--- src/rtl/seq_window_ctrl.sv ---
// seq_window_ctrl: windowed serial pattern-scan controller.
// A start in IDLE latches the pattern and window length. The block then shifts
// exactly win_len qualified bits through a PAT_W-bit matcher. Matches are
// counted with saturation, and done pulses once when the window completes.
// Optional build macro: SEQ_OVERLAP_EN
//   defined   - overlapping matches allowed; shift history kept after a match
//   undefined - history cleared on a match; next match needs PAT_W fresh bits
module seq_window_ctrl #(
    parameter int PAT_W = 4,
    parameter int CNT_W = 4,
    parameter int LEN_W = 8
) (
    input  logic             clk,
    input  logic             rst,
    input  logic             start,
    input  logic [PAT_W-1:0] pattern,
    input  logic [LEN_W-1:0] win_len,
    input  logic             in_valid,
    input  logic             in,
    output logic             busy,
    output logic             done,
    output logic             match,
    output logic [CNT_W-1:0] match_count,
    output logic             overflow
);

    localparam int               HIST_W   = $clog2(PAT_W + 1);
    localparam logic [HIST_W-1:0] HIST_MAX = HIST_W'(PAT_W);
    localparam logic [CNT_W-1:0]  CNT_MAX  = '1;

    typedef enum logic [1:0] {
        S_IDLE,
        S_RUN,
        S_DONE
    } state_t;

    state_t            state;
    logic [PAT_W-1:0]  pat_q;
    logic [PAT_W-1:0]  shreg;
    logic [PAT_W-1:0]  sh_nxt;
    logic [LEN_W-1:0]  len_q;
    logic [LEN_W-1:0]  nbits;
    logic [LEN_W-1:0]  nbits_nxt;
    logic [HIST_W-1:0] hist;
    logic [HIST_W-1:0] hist_nxt;
    logic              hit;
    logic              last_bit;

    // Next-value datapath for the bit being accepted this cycle.
    always_comb begin
        sh_nxt    = {shreg[PAT_W-2:0], in};
        nbits_nxt = nbits + LEN_W'(1);
        hist_nxt  = (hist == HIST_MAX) ? hist : hist + HIST_W'(1);
        // A match needs PAT_W bits of history, including the incoming bit.
        hit       = (hist >= HIST_MAX - HIST_W'(1)) && (sh_nxt == pat_q);
        last_bit  = (nbits_nxt == len_q);
    end

    // Scan sequencer: IDLE -> RUN -> DONE -> IDLE, with all outputs registered.
    always_ff @(posedge clk) begin
        if (!rst) begin
            state       <= S_IDLE;
            pat_q       <= '0;
            len_q       <= '0;
            shreg       <= '0;
            hist        <= '0;
            nbits       <= '0;
            busy        <= 1'b0;
            done        <= 1'b0;
            match       <= 1'b0;
            match_count <= '0;
            overflow    <= 1'b0;
        end else begin
            match <= 1'b0;
            done  <= 1'b0;
            case (state)
                S_IDLE: begin
                    if (start) begin
                        pat_q       <= pattern;
                        len_q       <= win_len;
                        shreg       <= '0;
                        hist        <= '0;
                        nbits       <= '0;
                        match_count <= '0;
                        overflow    <= 1'b0;
                        // An empty window completes immediately and never
                        // raises busy.
                        if (win_len == '0) begin
                            state <= S_DONE;
                            done  <= 1'b1;
                        end else begin
                            state <= S_RUN;
                            busy  <= 1'b1;
                        end
                    end
                end
                S_RUN: begin
                    // Without in_valid, nothing changes and the scan stalls.
                    if (in_valid) begin
                        shreg <= sh_nxt;
                        nbits <= nbits_nxt;
                        hist  <= hist_nxt;
                        if (hit) begin
                            match <= 1'b1;
                            if (match_count == CNT_MAX)
                                overflow <= 1'b1;
                            else
                                match_count <= match_count + CNT_W'(1);
`ifndef SEQ_OVERLAP_EN
                            hist <= '0;
`endif
                        end
                        // A match on the final bit is still counted above.
                        if (last_bit) begin
                            state <= S_DONE;
                            busy  <= 1'b0;
                            done  <= 1'b1;
                        end
                    end
                end
                S_DONE: begin
                    state <= S_IDLE;
                end
                default: begin
                    state <= S_IDLE;
                end
            endcase
        end
    end

endmodule

--- config.mk ---
export PLATFORM = sky130hd
export DESIGN_NAME = seq_window_ctrl
export DESIGN_NICKNAME = d
export VERILOG_FILES = /design/src/rtl/seq_window_ctrl.sv
export SDC_FILE = /design/constraint.sdc
export NUM_CORES = 1
export LEC_CHECK = 0
export ABC_AREA = 1
export CORE_MARGIN = 2
export CORE_UTILIZATION = 40
export CTS_CLUSTER_DIAMETER = 80
export DETAILED_ROUTE_END_ITERATION = 8
export GPL_TIMING_DRIVEN = 0
export SETUP_SLACK_MARGIN = 0.2
export SLEW_MARGIN = 10
export SYNTH_ARGS = -nofsm -noshare
export SYNTH_HDL_FRONTEND = slang
export SYNTH_SLANG_ARGS = --single-unit
export TNS_END_PERCENT = 1
--- constraint.sdc ---
create_clock -name clk -period 3.8 [get_ports clk]
set_input_delay 0.38 -clock clk [delete_from_list [all_inputs] [get_ports clk]]
set_output_delay 0.38 -clock clk [all_outputs]
set_load 0.005 [all_outputs]
==> impl_metrics.ini <==
[setup_path]
path_max_fanout = 6
critPathArrivalTime_ns = 2.03
cp_cell_sequence = ha_1 > nand2_2 > nor2_1 > nand2_1 > nand3_1 > nand3_1 > nor2_2 > nand3_2 > nand2_2 > nand3_2 > nand2_1 > a21oi_2
worstPathRequired_ns = 3.97
crit_type = flip-flop to flip-flop
rr_startpoint = nbits[0]$_SDFFE_PN0P_
worstRegToRegCells = 12
endpoint_kind = flip-flop
r2r_setup_slack_ns = 1.94
cp-start-kind = flip-flop
timing.rr.end = busy$_SDFFE_PN0P_
worst_path_largest_cell_delay_ns = 0.45
endpoint = busy$_SDFFE_PN0P_
cp_slowest_cell = dfxtp_1
crit_start = nbits[0]$_SDFFE_PN0P_

[final_layout]
final_cell_area_mm2 = 0.00226
syn_to_final_growth_pct = 21.6
fin_nets = 326
post-route-util = 0.512
drive_gt1_frac = 0.0951
antenna_cells = 0

[synthesis]
avgSynthCellArea_um2 = 6.81
ys.warnings.count = 0
yosys-mux-area-fraction = 0
synthAdderAreaFrac = 0.0337
yosysSeqAreaShare = 0.388
syn_area_mm2 = 0.00186
synth_seq_cells = 36
synth_xor_xnor_area_share = 0.0236
synth_cell_types = 24
synth-compound-area-share = 0.133
synthSimpleGateAreaFrac = 0.334
synth_top_family_by_area = simple AND/OR/NAND/NOR gates
syn-num-nets = 295
syn_inst = 273

[cts]
root_buffer = clkbuf_8
cts.sinks = 36
cts_setup_buffers = 0
ctsHoldBuffers = 0
path_clk_slew_ns = 0.08
clkLatencyLatePin_ns = 0.30
cts.path.max_buffers = 2
cts_tree = built
cts_inserted_buffers = 5
postCtsResizedCells = 0
cts_max_level = 2

[placement]
gp_congestion = 0.780
dp_hpwl_um = 3090
port_buffers = 24
postPlaceCellArea_mm2 = 0.00216

[floorplan]
coreArea_mm2 = 0.00441
start_util = 0.421
die_x_um = 72.2
ioPinCount = 25
die_y_um = 72.2
fp.dieArea_mm2 = 0.00521
num_rows = 24

[route]
ant_nets = 0
vias = 1709
drtIter0Drc = 75
dr.pass1.iters = 4
drc = 0
routedWlPerCell_um = 11.1
wl_um = 3960
vias_per_cell = 4.79

[power_and_ir_drop]
p_sw_uw = 227
swShare = 0.278
p_comb_frac = 0.141
p_leak_nw = 0.914
irDropWorstVdd_uv = 219
sequentialPowerShare = 0.495
p_clk_frac = 0.364
p_per_area_mw_per_mm2 = 362
intPower_uw = 591

[global_route]
grt.total_usage = 0.164
grt_pass1_wl_um = 6720
grt_max_degree = 13
grt_pass1_vias = 1532
grt_overflow = 0
antenna_found_initial = 0

[timing]
setup_viol = 0
finalCritPeriodShare = 0.489
period_needed_ns = 1.86
fin_skew_ns = 0.00848
rsz0062_at_grt = false
maxSlewHeadroom = 0.642
setup-tns-final_ns = 0
worst_pin_slew_ns = 0.538
slew_viol_final = 0
fmax_ghz = 0.538
hold_violations = 0

[worst_hold_path]
min_from = overflow$_SDFFE_PN0P_
hold_path.class = flip-flop to flip-flop

[run]
maxCapViolations = 0

[outcome]
outcome = completed
-- power by group through the flow --
stage	logic (mW)	registers (mW)	clock network, mW
floorplan	0.0737	0.412	0
global placement	0.116	0.414	0
global route	0.131	0.407	0.316
finish	0.116	0.405	0.298
CTS	0.117	0.405	0.305
detailed placement	0.117	0.414	0
-- area by class of cell --
cell class | instances | area, µm²
multi-input cells | 194 | 973
plain buffers | 6 | 25.0
inverters | 37 | 139
flip-flops and latches | 36 | 721
repair buffers | 24 | 240
well taps | 52 | 65.1
fillers | 463 | 2150
clock inverters | 2 | 13.8
clock buffers | 6 | 82.6
-- worst min path at each step --
stage | end | slack, ns | depth (start not counted)
floorplan | len_q[1]$_SDFFE_PN0P_ | 0.44 | 2
global placement | overflow$_SDFFE_PN0P_ | 0.44 | 2
detailed placement | overflow$_SDFFE_PN0P_ | 0.45 | 2
CTS | overflow$_SDFFE_PN0P_ | 0.46 | 2
global route | overflow$_SDFFE_PN0P_ | 0.49 | 2
finish | overflow$_SDFFE_PN0P_ | 0.45 | 2
-- cells in the final DEF, fill, tap and decap left out, drive strengths merged --
master	netlist	final
nand2	65	65
nor2	37	37
inv	36	37
dfxtp	36	36
nand3	28	28
a21oi	27	27
clkdlybuf4s50	0	24
o21ai	20	20
clkbuf	4	10
xnor2	5	5
ha	5	5
nor3	4	4
buf	2	2
clkinv	1	2
o21bai	1	1
nand4	1	1
nor3b	1	1
-- per-stage QoR --
stage | setup slack [ns] | instances | power [mW] | hold slack (ns)
final | 1.94 | 357 | 0.819 | 0.451
after global routing | 1.75 | 357 | 0.853 | 0.488
after CTS | 1.92 | 357 | 0.827 | 0.456
after detailed placement | 1.75 | 349 | 0.531 | 0.446
after global placement | 1.77 | 349 | 0.530 | 0.439
after floorplan | 2.22 | 273 | 0.486 | 0.443
-- per-layer routing --
| metal | share of wire | track usage | wire [µm] | vias up |
|---|---|---|---|---|
| li1 | - | - | - | 932 |
| met5 | 0 | 0 | 0 | - |
| met3 | 0.055 | 0.0403 | 219 | 6 |
| met2 | 0.44 | 0.255 | 1750 | 40 |
| met4 | 0.014 | 0.0566 | 54 | 0 |
| met1 | 0.49 | 0.221 | 1940 | 731 |
-- worst max-delay path, delay by kind of cell (launching register included) --
kind	cells	cell delay, ns
compound gates	1	0.05
fa+ha+maj	1	0.25
flops	1	0.45
simple gates	10	0.99
-- sequential cells by signal, indices dropped and copies added (netlist names) --
name / cells
hist: 3
len_q: 8
match_count: 4
match: 1
shreg: 3
busy: 1
nbits: 8
state: 2
overflow: 1
pat_q: 4
done: 1
-- cells by family after synthesis --
family          Yosys count
flops                    36
buf+inv                  43
compound gates           48
xor+xnor                  5
simple gates            136
fa+ha+maj                 5
-- cells in the mapped netlist (all sizes together) --
cell    instances  share of area
a21oi          27          0.075
buf             2         0.0054
clkbuf          4         0.0081
clkinv          1         0.0020
dfxtp          36           0.39
ha              5          0.034
inv            36          0.073
nand2          65           0.14
nand3          28          0.081
nand4           1         0.0034
nor2           37          0.094
nor3            4          0.011
nor3b           1         0.0067
o21ai          20          0.054
o21bai          1         0.0040
xnor2           5          0.024
Power figures use the tool's default switching activity.
